--- src/rtl/sdram_arb.sv ---
// sdram_arb: grants the single 16-bit SDRAM port to refresh, CPU reads and split
// MCU 32-bit accesses, issuing one registered grant per access slot.
module sdram_arb #(
  parameter int MEM_TIME   = 4,
  parameter int REF_PERIOD = 390,
  parameter int ADDR_W     = 24
) (
  input  logic              clk,
  input  logic              rst_n,
  input  logic              cpu_req,
  input  logic [ADDR_W-1:0] cpu_addr,
  output logic              cpu_ack,
  output logic [15:0]       cpu_rdata,
  input  logic              mcu_req,
  input  logic [ADDR_W-1:0] mcu_addr,
  input  logic [3:0]        mcu_we,
  input  logic [31:0]       mcu_wdata,
  output logic              mcu_ack,
  output logic [31:0]       mcu_rdata,
  output logic [ADDR_W-1:0] mem_addr,
  output logic [15:0]       mem_dati,
  output logic              mem_oe,
  output logic [1:0]        mem_we,
  output logic              mem_ref,
  input  logic [15:0]       mem_dato,
  output logic              ref_ovf,
  output logic [2:0]        dbg_state
);

  // Handshake: req/ack are four-phase. A requester raises req and holds it (with
  // stable address/data) until ack is seen high; ack then stays high until req is
  // sampled low, and req may only be raised again once ack is back low.

  localparam int CNT_W = $clog2(2 * MEM_TIME);
  localparam int RC_W  = $clog2(REF_PERIOD + 1);
  localparam logic [CNT_W-1:0] ACC_LAST = CNT_W'(MEM_TIME - 1);
  localparam logic [CNT_W-1:0] REF_LAST = CNT_W'(2 * MEM_TIME - 1);
  localparam logic [RC_W-1:0]  RELOAD   = RC_W'(REF_PERIOD - 1);

  typedef enum logic {IDLE = 1'b0, ACC = 1'b1} state_t;
  typedef enum logic [1:0] {
    OWN_CPU    = 2'd0,
    OWN_MCU_LO = 2'd1,
    OWN_MCU_HI = 2'd2,
    OWN_REF    = 2'd3
  } owner_t;

  state_t            state, state_n;
  owner_t            owner, owner_n;
  logic [CNT_W-1:0]  cnt, cnt_n;
  logic              mcu_half, half_n;
  logic [ADDR_W-1:0] addr_n;
  logic [15:0]       dati_n;
  logic              oe_n;
  logic [1:0]        we_n;
  logic              ref_n;
  logic              cpu_ack_n, mcu_ack_n;
  logic [15:0]       cpu_rdata_n;
  logic [31:0]       mcu_rdata_n;
  logic              ref_grant;
  logic              ref_pend;
  logic [RC_W-1:0]   ref_cnt;

  logic mcu_rd, mcu_hi_first, mcu_last;
  logic unused_addr_bits;

  assign unused_addr_bits = ^{cpu_addr[0], mcu_addr[1:0]};
  assign dbg_state        = {state, owner};

  // A write with no enables in the low half goes straight to the high half.
  assign mcu_rd       = (mcu_we == 4'b0000);
  assign mcu_hi_first = mcu_half | (!mcu_rd && (mcu_we[1:0] == 2'b00));
  assign mcu_last     = (owner == OWN_MCU_HI) | (!mcu_rd && (mcu_we[3:2] == 2'b00));

  always_comb begin
    state_n     = state;
    owner_n     = owner;
    cnt_n       = cnt;
    half_n      = mcu_half;
    addr_n      = mem_addr;
    dati_n      = mem_dati;
    oe_n        = mem_oe;
    we_n        = mem_we;
    ref_n       = mem_ref;
    cpu_ack_n   = cpu_ack;
    cpu_rdata_n = cpu_rdata;
    mcu_ack_n   = mcu_ack;
    mcu_rdata_n = mcu_rdata;
    ref_grant   = 1'b0;

    if (cpu_ack && !cpu_req) cpu_ack_n = 1'b0;
    if (mcu_ack && !mcu_req) mcu_ack_n = 1'b0;

    case (state)
      IDLE: begin
        if (!mcu_req) half_n = 1'b0;
        if (ref_pend) begin
          ref_grant = 1'b1;
          state_n   = ACC;
          owner_n   = OWN_REF;
          cnt_n     = REF_LAST;
          ref_n     = 1'b1;
        end else if (cpu_req && !cpu_ack) begin
          state_n = ACC;
          owner_n = OWN_CPU;
          cnt_n   = ACC_LAST;
          addr_n  = {cpu_addr[ADDR_W-1:1], 1'b0};
          oe_n    = 1'b1;
        end else if (mcu_req && !mcu_ack) begin
          state_n = ACC;
          owner_n = mcu_hi_first ? OWN_MCU_HI : OWN_MCU_LO;
          cnt_n   = ACC_LAST;
          addr_n  = {mcu_addr[ADDR_W-1:2], mcu_hi_first, 1'b0};
          oe_n    = mcu_rd;
          we_n    = mcu_hi_first ? mcu_we[3:2] : mcu_we[1:0];
          dati_n  = mcu_hi_first ? mcu_wdata[31:16] : mcu_wdata[15:0];
        end
      end
      ACC: begin
        if (cnt != '0) begin
          cnt_n = cnt - 1'b1;
        end else begin
          state_n = IDLE;
          oe_n    = 1'b0;
          we_n    = 2'b00;
          ref_n   = 1'b0;
          case (owner)
            OWN_CPU: begin
              cpu_rdata_n = mem_dato;
              cpu_ack_n   = 1'b1;
            end
            OWN_MCU_LO, OWN_MCU_HI: begin
              // A dropped request abandons the transfer: discard data, restart at LO.
              if (!mcu_req) begin
                half_n = 1'b0;
              end else begin
                if (mcu_rd) begin
                  if (owner == OWN_MCU_HI) mcu_rdata_n[31:16] = mem_dato;
                  else                     mcu_rdata_n[15:0]  = mem_dato;
                end
                if (mcu_last) begin
                  mcu_ack_n = 1'b1;
                  half_n    = 1'b0;
                end else begin
                  half_n = 1'b1;
                end
              end
            end
            default: ;
          endcase
        end
      end
      default: state_n = IDLE;
    endcase
  end

  always_ff @(posedge clk or negedge rst_n) begin
    if (!rst_n) begin
      state     <= IDLE;
      owner     <= OWN_CPU;
      cnt       <= '0;
      mcu_half  <= 1'b0;
      mem_addr  <= '0;
      mem_dati  <= '0;
      mem_oe    <= 1'b0;
      mem_we    <= 2'b00;
      mem_ref   <= 1'b0;
      cpu_ack   <= 1'b0;
      cpu_rdata <= '0;
      mcu_ack   <= 1'b0;
      mcu_rdata <= '0;
    end else begin
      state     <= state_n;
      owner     <= owner_n;
      cnt       <= cnt_n;
      mcu_half  <= half_n;
      mem_addr  <= addr_n;
      mem_dati  <= dati_n;
      mem_oe    <= oe_n;
      mem_we    <= we_n;
      mem_ref   <= ref_n;
      cpu_ack   <= cpu_ack_n;
      cpu_rdata <= cpu_rdata_n;
      mcu_ack   <= mcu_ack_n;
      mcu_rdata <= mcu_rdata_n;
    end
  end

  // Expiry and grant on the same edge leave a fresh request pending, not an overflow.
  always_ff @(posedge clk or negedge rst_n) begin
    if (!rst_n) begin
      ref_cnt  <= RELOAD;
      ref_pend <= 1'b0;
      ref_ovf  <= 1'b0;
    end else if (ref_cnt == '0) begin
      ref_cnt  <= RELOAD;
      ref_pend <= 1'b1;
      if (ref_pend && !ref_grant) ref_ovf <= 1'b1;
    end else begin
      ref_cnt <= ref_cnt - 1'b1;
      if (ref_grant) ref_pend <= 1'b0;
    end
  end

endmodule

--- config.mk ---
export PLATFORM = sky130hd
export DESIGN_NAME = sdram_arb
export DESIGN_NICKNAME = d
export VERILOG_FILES = /design/src/rtl/sdram_arb.sv
export SDC_FILE = /design/constraint.sdc
export NUM_CORES = 1
export LEC_CHECK = 0
export CAP_MARGIN = 30
export CORE_MARGIN = 2
export CORE_UTILIZATION = 43
export DETAILED_ROUTE_END_ITERATION = 10
export PLACE_DENSITY = 0.81
export SYNTH_ARGS = -nofsm -noshare
export SYNTH_HDL_FRONTEND = slang
export SYNTH_SLANG_ARGS = --single-unit
--- constraint.sdc ---
create_clock -name clk -period 2.4 [get_ports clk]
set_clock_uncertainty 0.2 [all_clocks]
set_input_delay 0.24 -clock clk [delete_from_list [all_inputs] [get_ports clk]]
set_output_delay 0.24 -clock clk [all_outputs]
set_load 0.01 [all_outputs]
==> results.txt, run 1 <==
DRT Wirelength: 12.2 mm
Non-Filler Cell Area, Final: 7220 um^2
total power: 7.04 mW
synth cell count leaders: dfrtp_1 (107), nand2_1 (52), o21ai_0 (43)
Final #Nets: 707
Setup TNS Final: 0 ps
Setup CP Type: reg -> reg
initial core utilization: 0.444
worst vdd ir: 0.000498 V
Die Height: 110 um
Pleak: 3.29 nW
later-pin clock latency in the skew report: 360 ps
dominant cells by area after synthesis: dfrtp_1 (55%), mux2_2 (9.1%), mux2i_1 (8.1%)
Reg area: 2780 um^2
H-tree lvl count: 3
TritonCTS Buffers: 9
via count: 3744
Detail Route met3 WL: 661 um
Post-synth EDFFs: 0
Worst Path Arrival: 2270 ps
Root Buffer: clkbuf_8
CTS Buffer Depth: 2
Post-Syn Area: 4840 um^2
Setup-failing EPs final: 0
register bit total from synthesis: 111
Yosys top cell area share: 0.553
GPL Wtd Cong: 0.800
ANT cells: 0
maxcap violations: 0
RSZ-0062 raised after global routing: false
Seq/Total Area, Yosys: 0.575
wire length on met2: 6.70 mm
area grow syn2layout: 49.2%
max-slew violation count: 0
CP max FO: 16
Placed Area: 7010 um^2
Setup crit end kind: register
DRT iter0 DRCs: 112
final std cells w/o fill: 742
Final Hold Fails: 0
Worst-Margin Slew: 614 ps
Core ar.: 10900 um^2
I/O pin count: 202
P per Cell Area: 975 nW/um^2
initial antenna violation count: 0
CTS tree: done
area taken by multi-input logic gates: 1920 um^2
Period Utilization, post-route: 0.926
die footprint: 12100 um^2
Sink Count: 111
layout cells sized above 1: 0.153
worst r2r path cells: 7
Slew headroom: 0.590
clock slew at reported path FFs: 100 ps
ys flop type: dfrtp_1
TritonRoute pass-1 iters: 4
via/cell ratio: 5.05
top layer used by detailed routing: met4
number of gates resized after cts: 0
YS warnings: 0
die width: 110 um
num rows: 38
Cells after DPL: 725
Post-DP HPWL: 9.19 mm
post-route ant nets: 0
Synth Instances: 400
Overflow after GRT: 0
Hold WC Path Type: in -> async
fillers: 853
asr flop ratio synth: 1.00
status: complete, no violations
Global Route Usage Sum: 0.206
first-pass GRT wire length: 19.3 mm
DRC viols: 0
count leader, synth: dfrtp_1
largest net degree at the start of global routing: 112
WP data required: 2450 ps
I/O Buffers: 197
met1 wire length: 4.61 mm
min cycle time layout: 2220 ps
crit path launch type: register
library cells used by synthesis: 44
drt wl/cell: 16.5 um
vias in the first global route: 3942
Hold WS: 283 ps
cell taking the most area after synthesis: dfrtp_1
Synth Area per Inst: 12.1 um^2
fmax: 0.450 GHz
syn nets: 510
-- repair_timing --
item / CTS / global route
endpoints found under the hold margin: 107 / 0
buffers inserted: 0 / 0
hold buffers: 1 / 0
-- power by group --
part	switching, mW	total, mW	internal [mW]
Sequential	0.353	2.84	2.49
Clock	0.634	1.11	0.476
Combinational	1.34	3.09	1.75
-- metrics by stage --
| stage | setup WS, ps | util |
|---|---|---|
| floorplan | 242 | - |
| global placement | 142 | 0.644 |
| detailed placement | 112 | 0.644 |
| CTS | 164 | 0.663 |
| global route | 56.4 | 0.663 |
| finish | 178 | 0.663 |
-- per-layer routing --
layer,up-vias,global-route usage
met5,-,0
met4,0,0.0732
met3,19,0.0535
met2,108,0.378
met1,1841,0.230
li1,1776,-
-- area by class of cell --
type                            instances  share of cell area
Clock buffer                           12              0.0229
Clock inverter                          4             0.00468
Inverter                                8             0.00416
Multi-Input combinational cell        259               0.265
Sequential cell                       111               0.385
Tap cell                              140              0.0243
Timing Repair Buffer                  208               0.293
-- kinds of logic after synthesis --
group                    Yosys count  share of synthesized area
AO/OA/AOI/OAI                     70                     0.0820
buffers and inverters             30                     0.0315
XOR/XNOR                           3                    0.00543
flip-flops                       111                      0.575
other                              1                   0.000775
AND/OR/NAND/NOR                   91                     0.0874
adder cells (fa/ha/maj)            6                     0.0155
multiplexers                      88                      0.202
-- flip-flops by register name (all words and copies together), names as in the netlist, 2 cells and up --
register   flops
owner          2
ref_cnt        9
mem_addr      23
mcu_rdata     32
cnt            3
mem_dati      16
cpu_rdata     16
mem_we         2
-- final timing paths --
check | startpoint | endpoint | slack [ps]
worst min register to register | mem_addr[6] | mem_addr[6] | 290
worst max-delay path | cnt[0] | mcu_rdata[7] | 180
worst min-delay path | rst_n | cpu_rdata[11] | 280
worst max register to register | cnt[0] | mcu_rdata[7] | 180
min in group clk | mem_addr[6] | mem_addr[6] | 290
max in group asynchronous | rst_n | mcu_rdata[6] | 1270
-- critical path, stage by stage, from the launching register on --
cell	delay [ps]
dfrtp_1	420
inv_1	90
ha_1	180
and3b_1	250
nand2_1	90
or3_1	390
buf_12	190
mux2_4	300
-- layout by cell type (no fill, tap or decap), types with 2 or more instances in the layout --
master / instances
mux2_2: 39
xnor2_1: 2
nor2b_1: 3
buf_12: 5
a31oi_1: 2
inv_1: 8
nor2_1: 17
nand4_1: 2
o21ba_2: 2
inv_6: 3
mux2_4: 10
mux2i_1: 39
nand3_1: 3
ha_1: 6
nand2_1: 52
or4_2: 2
a211oi_1: 2
dfrtp_1: 107
o21ai_0: 42
dfstp_2: 4
o22ai_1: 2
nand2b_1: 2
o22a_1: 2
buf_4: 6
clkdlybuf4s50_1: 196
clkbuf_8: 12
a21oi_1: 11
No activity file was read; power rests on OpenSTA's default activity.
==> run 2, diff against run 1 <==
--- a/config.mk
+++ b/config.mk
@@ -6,10 +6,12 @@
 export NUM_CORES = 1
 export LEC_CHECK = 0
 export CAP_MARGIN = 30
+export CELL_PAD_IN_SITES_DETAIL_PLACEMENT = 1
+export CELL_PAD_IN_SITES_GLOBAL_PLACEMENT = 2
 export CORE_MARGIN = 2
-export CORE_UTILIZATION = 43
+export CORE_UTILIZATION = 26
 export DETAILED_ROUTE_END_ITERATION = 10
-export PLACE_DENSITY = 0.81
+export PLACE_DENSITY_LB_ADDON = 0.1
 export SYNTH_ARGS = -nofsm -noshare
 export SYNTH_HDL_FRONTEND = slang
 export SYNTH_SLANG_ARGS = --single-unit
==> results.txt, run 2 (synthesized netlist as in run 1, its figures left out) <==
drt wl/cell: 16.7 um (+1.2%)
Final Hold Fails: 0 (unchanged)
via count: 3763 (+0.51%)
min cycle time layout: 2220 ps (-5.10 ps)
Pleak: 3.38 nW (+2.9%)
largest net degree at the start of global routing: 46 (-59%)
Net Sw Frac: 0.329 (-0.00232)
setup slack at placement: 86.0 ps (-26.3 ps)
Overflow after GRT: 0 (unchanged)
reg-to-reg endpoint: mcu_rdata[13]
later-pin clock latency in the skew report: 360 ps (about the same)
Sink Count: 111 (unchanged)
DRT iter0 DRCs: 85 (-24%)
crit-path leading delay family: simple AND/OR/NAND/NOR gates
slowest cell on the critical path: or3_1
crit path launch type: register
RSZ-0062 raised after global routing: false
layout cells sized above 1: 0.163 (+0.00974)
post-route ant nets: 0 (unchanged)
commonest non-fill, non-tap cells in the layout: clkdlybuf4s50_1 (196), dfrtp_1 (107), nand2_1 (52), o21ai_0 (42)
vias in the first global route: 4132 (+4.8%)
CP max FO: 16 (unchanged)
fmax: 0.451 GHz (+0.23%)
CTS tree: done
CTS Buffer Depth: 2 (unchanged)
Gate power share: 0.415 (-0.024)
Die Height: 140 um (+28%)
Seq pwr share: 0.371 (-0.032)
Slew headroom: 0.536 (-0.0534)
WP data required: 2450 ps (about the same)
num rows: 49 (+29%)
WP buf/inv: 2 (unchanged)
crit path cell chain: inv_1 > ha_1 > and3b_1 > nand2_1 > or3_1 > buf_12 > mux2_4
max-slew violation count: 0 (unchanged)
maxcap violations: 0 (unchanged)
Worst-Margin Slew: 696 ps (+81.4 ps)
status: complete, no violations
Global Route Usage Sum: 0.145 (-0.0606)
P per Cell Area: 1020 nW/um^2 (+4.1%)
worst r2r path cells: 7 (unchanged)
fillers: 1945 (+130%)
internal power component: 5.12 mW (+8.7%)
die footprint: 19700 um^2 (+63%)
I/O pin count: 202 (unchanged)
Final #Nets: 714 (+0.99%)
TritonCTS Buffers: 9 (unchanged)
reg-to-reg setup timing slack: 180 ps (about the same)
Period Utilization, post-route: 0.924 (-0.00212)
initial core utilization: 0.268 (-0.177)
Setup crit end kind: register
H-tree lvl count: 3 (unchanged)
max reg flops: 32 (unchanged)
number of gates resized after cts: 0 (unchanged)
Hold WC Path Type: in -> async
Setup CP Type: reg -> reg
ANT cells: 0 (unchanged)
Post-Route Utilization: 0.415 (-0.248)
slowest stage delay, CP: 410 ps (about the same)
worst r2r src: cnt[1]
clock slew at reported path FFs: 80 ps (-20 ps)
DRT Wirelength: 14.0 mm (+14%)
biggest regs: mcu_rdata (32), mem_addr (23)
Setup-failing EPs final: 0 (unchanged)
area grow syn2layout: 55.2%
GPL Wtd Cong: 0.742 (-7.3%)
worst vdd ir: 0.000403 V (-19%)
Core ar.: 18100 um^2 (+66%)
I/O Buffers: 197 (unchanged)
Clock Power Share: 0.214 (+0.056)
Worst Path Arrival: 2270 ps (about the same)
switching power: 2.51 mW (+7.6%)
first-pass GRT wire length: 22.5 mm (+17%)
DRC viols: 0 (unchanged)
Setup TNS Final: 0 ps (unchanged)
most common cell after layout, fill and taps aside: clkdlybuf4s50_1
Final Worst Setup Slack: 183 ps (+5.10 ps)
die width: 140 um (+28%)
initial antenna violation count: 0 (unchanged)
via/cell ratio: 4.49 (-11%)
Post-DP HPWL: 10.4 mm (+13%)
TritonRoute pass-1 iters: 3 (-1)
Root Buffer: clkbuf_16
register with the most flip-flops: mcu_rdata
==> run 2: cell count changes in the layout (fill, tap and decap cells not counted) <==
| cell | delta |
|---|---|
| inv_6 | -3 |
| o21ai_2 | -1 |
| o21ai_4 | +1 |
| clkbuf_8 | -12 |
| buf_4 | +7 |
| clkinv_4 | +1 |
| clkinvlp_4 | -1 |
| inv_8 | +5 |
| bufinv_16 | +1 |
| clkbuf_16 | +9 |
==> run 2: how the worst max path moves through the flow <==
stage / start / end / slack [ps] / depth (start not counted)
after floorplan: cnt[0] / mcu_rdata[10] / 240 / 9
after global placement: mcu_we[2] / mcu_rdata[7] / 110 / 6
after detailed placement: mcu_we[2] / mcu_rdata[13] / 90 / 6
after CTS: cnt[1] / mcu_rdata[13] / 180 / 7
after global routing: cnt[1] / mcu_rdata[13] / 70 / 7
final: cnt[1] / mcu_rdata[13] / 180 / 7
==> run 2: area by class of cell <==
class                   count  area [um^2]  share of cell area
inverters                   8         30.0             0.00400
clock inverters             7         95.1              0.0127
repair buffers            215         2170               0.289
clock buffers               9          225              0.0300
flip-flops and latches    111         2780               0.370
well taps                 229          287              0.0381
multi-input cells         259         1920               0.256
==> run 2: repair_timing <==
item | 4_1_cts | 5_1_grt
endpoints found under the hold margin | 33 | 0
hold buffers | 1 | 0
buffers inserted | 0 | 0
==> run 2: routing by layer <==
layer | wire [um] | share of wire | vias to the layer above | track usage
met5 | 0 | 0 | - | 0
met4 | 180 | 0.013 | 0 | 0.0478
met3 | 1140 | 0.082 | 11 | 0.0468
met2 | 7000 | 0.50 | 114 | 0.249
met1 | 5670 | 0.41 | 1844 | 0.173
li1 | - | - | 1794 | -
==> run 2: power by group through the flow <==
| stage | registers [mW] | clock network [mW] | logic (mW) |
|---|---|---|---|
| after floorplan | 3.11 | 0 | 1.13 |
| after global placement | 2.83 | 0 | 3.16 |
| after detailed placement | 2.87 | 0 | 3.23 |
| after CTS | 2.84 | 1.71 | 3.25 |
| after global routing | 2.92 | 1.79 | 3.47 |
| final | 2.83 | 1.63 | 3.17 |
==> run 2: per-stage QoR <==
stage | instances | cell area (um^2) | hold slack (ps) | power (mW)
final | 838 | 7510 | 213 | 7.63
after global placement | 821 | 7180 | 79.3 | 6.00
after floorplan | 400 | 4840 | -256 | 4.24
after global routing | 838 | 7510 | 268 | 8.18
after detailed placement | 821 | 7180 | 82.3 | 6.10
after CTS | 838 | 7510 | 238 | 7.80
==> run 3, diff against run 2 <==
--- a/config.mk
+++ b/config.mk
@@ -9,8 +9,9 @@
 export CELL_PAD_IN_SITES_DETAIL_PLACEMENT = 1
 export CELL_PAD_IN_SITES_GLOBAL_PLACEMENT = 2
 export CORE_MARGIN = 2
-export CORE_UTILIZATION = 26
+export CORE_UTILIZATION = 39
 export DETAILED_ROUTE_END_ITERATION = 10
+export DONT_BUFFER_PORTS = 1
 export PLACE_DENSITY_LB_ADDON = 0.1
 export SYNTH_ARGS = -nofsm -noshare
 export SYNTH_HDL_FRONTEND = slang
==> results.txt, run 3 (synthesized netlist as in run 1, its figures left out) <==
crit path cell chain: nor2b_4 > buf_6 > mux2i_1 > dlygate4sd3_1 > o21ai_0
worst r2r path cells: 5 (-2)
biggest regs: mcu_rdata (32), mem_addr (23)
Sink Count: 111 (unchanged)
later-pin clock latency in the skew report: 350 ps (about the same)
Overflow after GRT: 0 (unchanged)
fillers: 1234 (-37%)
H-tree lvl count: 3 (unchanged)
Die Height: 115 um (-18%)
crit path launch type: register
die width: 115 um (-18%)
total power: 6.38 mW (-16%)
largest net degree at the start of global routing: 112 (+140%)
Setup crit end kind: register
worst r2r src: cpu_ack
die footprint: 13300 um^2 (-32%)
CTS Buffer Depth: 2 (unchanged)
DRT iter0 DRCs: 118 (+39%)
Non-Filler Cell Area, Final: 6320 um^2 (-16%)
Setup CP Type: reg -> reg
max reg flops: 32 (unchanged)
Post-DP HPWL: 7.62 mm (-27%)
Post CTS Setup Buffer Count: 0 (unchanged)
Hold-fix buffers, CTS: 99 (+98)
final std cells w/o fill: 674 (-20%)
DRT Wirelength: 12.4 mm (-11%)
WP buf/inv: 2 (unchanged)
via/cell ratio: 5.01 (+12%)
commonest non-fill, non-tap cells in the layout: dfrtp_1 (107), dlygate4sd3_1 (99), nand2_1 (52), o21ai_0 (42)
Cells after DPL: 560 (-32%)
reg-to-reg setup timing slack: 180 ps (about the same)
CTS tree: done
num rows: 40 (-18%)
I/O pin count: 202 (unchanged)
status: finished with violations
clock slew at reported path FFs: 70 ps (about the same)
Worst Path Arrival: 2230 ps (-40 ps)
Root Buffer: clkbuf_16
I/O Buffers: 0 (-100%)
CP max FO: 25 (+9)
Period Utilization, post-route: 0.923 (about the same)
failing checks: negative hold slack
min cycle time layout: 2220 ps (-2.07 ps)
TritonCTS Buffers: 9 (unchanged)
via count: 3375 (-10%)
slowest stage delay, CP: 580 ps (+170 ps)
max-slew violation count: 0 (unchanged)
initial antenna violation count: 0 (unchanged)
Hold WC Path Type: in -> async
Pleak: 2.97 nW (-12%)
worst vdd ir: 0.000558 V (+39%)
maxcap violations: 0 (unchanged)
Worst-Margin Slew: 572 ps (-123 ps)
TritonRoute pass-1 iters: 4 (+1)
Global Route Usage Sum: 0.191 (+0.0457)
reg-to-reg endpoint: mem_addr[9]
register with the most flip-flops: mcu_rdata
crit-path leading delay family: buffers and inverters
area grow syn2layout: 30.7%
GPL Wtd Cong: 0.691 (-6.8%)
Hold WS: -615 ps (-828 ps)
RSZ-0062 raised after global routing: false
Final Hold Fails: 111 (+111)
most common cell after layout, fill and taps aside: dfrtp_1
Slew headroom: 0.617 (+0.0809)
initial core utilization: 0.401 (+0.134)
post-route ant nets: 0 (unchanged)
slowest cell on the critical path: dlygate4sd3_1
ANT cells: 0 (unchanged)
Setup-failing EPs final: 0 (unchanged)
Final #Nets: 612 (-14%)
Core ar.: 12100 um^2 (-33%)
layout cells sized above 1: 0.184 (+0.0212)
first-pass GRT wire length: 19.5 mm (-14%)
DRC viols: 0 (unchanged)
P per Cell Area: 1010 nW/um^2 (-0.60%)
drt wl/cell: 18.4 um (+11%)
Setup TNS Final: 0 ps (unchanged)
Placed Area: 5050 um^2 (-30%)
vias in the first global route: 3739 (-9.5%)
fmax: 0.451 GHz (about the same)
WP data required: 2420 ps (-30 ps)
-- run 3: worst max path at each step --
stage | startpoint | end | slack (ps) | depth (start not counted)
3_5_place_dp | cnt[0] | mcu_rdata[14] | 220 | 7
5_1_grt | cpu_ack | mem_addr[9] | 80 | 5
2_1_floorplan | cnt[0] | mcu_rdata[10] | 240 | 9
3_3_place_gp | ref_cnt[1] | ref_ovf | 260 | 6
6_report | cpu_ack | mem_addr[9] | 180 | 5
4_1_cts | mcu_half | mem_dati[4] | 50 | 4
-- run 3: timing repair --
item / CTS / global route
endpoints found under the hold margin: 203 / 111
gates resized for setup: 0 / 2
endpoints found under the setup margin: 0 / 18
-- run 3: area by class of cell --
class | count | area, um^2 | area share
Clock inverter | 5 | 43.8 | 0.00692
Timing Repair Buffer | 113 | 1100 | 0.174
Sequential cell | 111 | 2780 | 0.440
Tap cell | 168 | 210 | 0.0332
Inverter | 8 | 30.0 | 0.00475
Clock buffer | 10 | 229 | 0.0362
Multi-Input combinational cell | 259 | 1930 | 0.305
-- run 3: routing by layer --
metal	share of wire	wire length (um)	track usage	up-vias
met1	0.39	4910	0.219	1646
met2	0.50	6200	0.324	126
met3	0.090	1110	0.0717	15
met5	0	0	0	-
li1	-	-	-	1588
met4	0.017	213	0.0755	0
-- run 3: stage by stage --
step | utilization | setup WS, ps | hold slack, ps
6_report | 0.524 | 185 | -615
5_1_grt | 0.524 | 76.5 | -645
4_1_cts | 0.524 | 47.9 | -636
3_5_place_dp | 0.419 | 217 | -251
3_3_place_gp | 0.419 | 259 | -252
2_1_floorplan | - | 242 | -256
-- run 3: where the power goes --
group	total [mW]	switching (mW)	internal (mW)
Combinational	1.74	0.822	0.913
Sequential	3.24	0.748	2.49
Clock	1.41	0.694	0.712
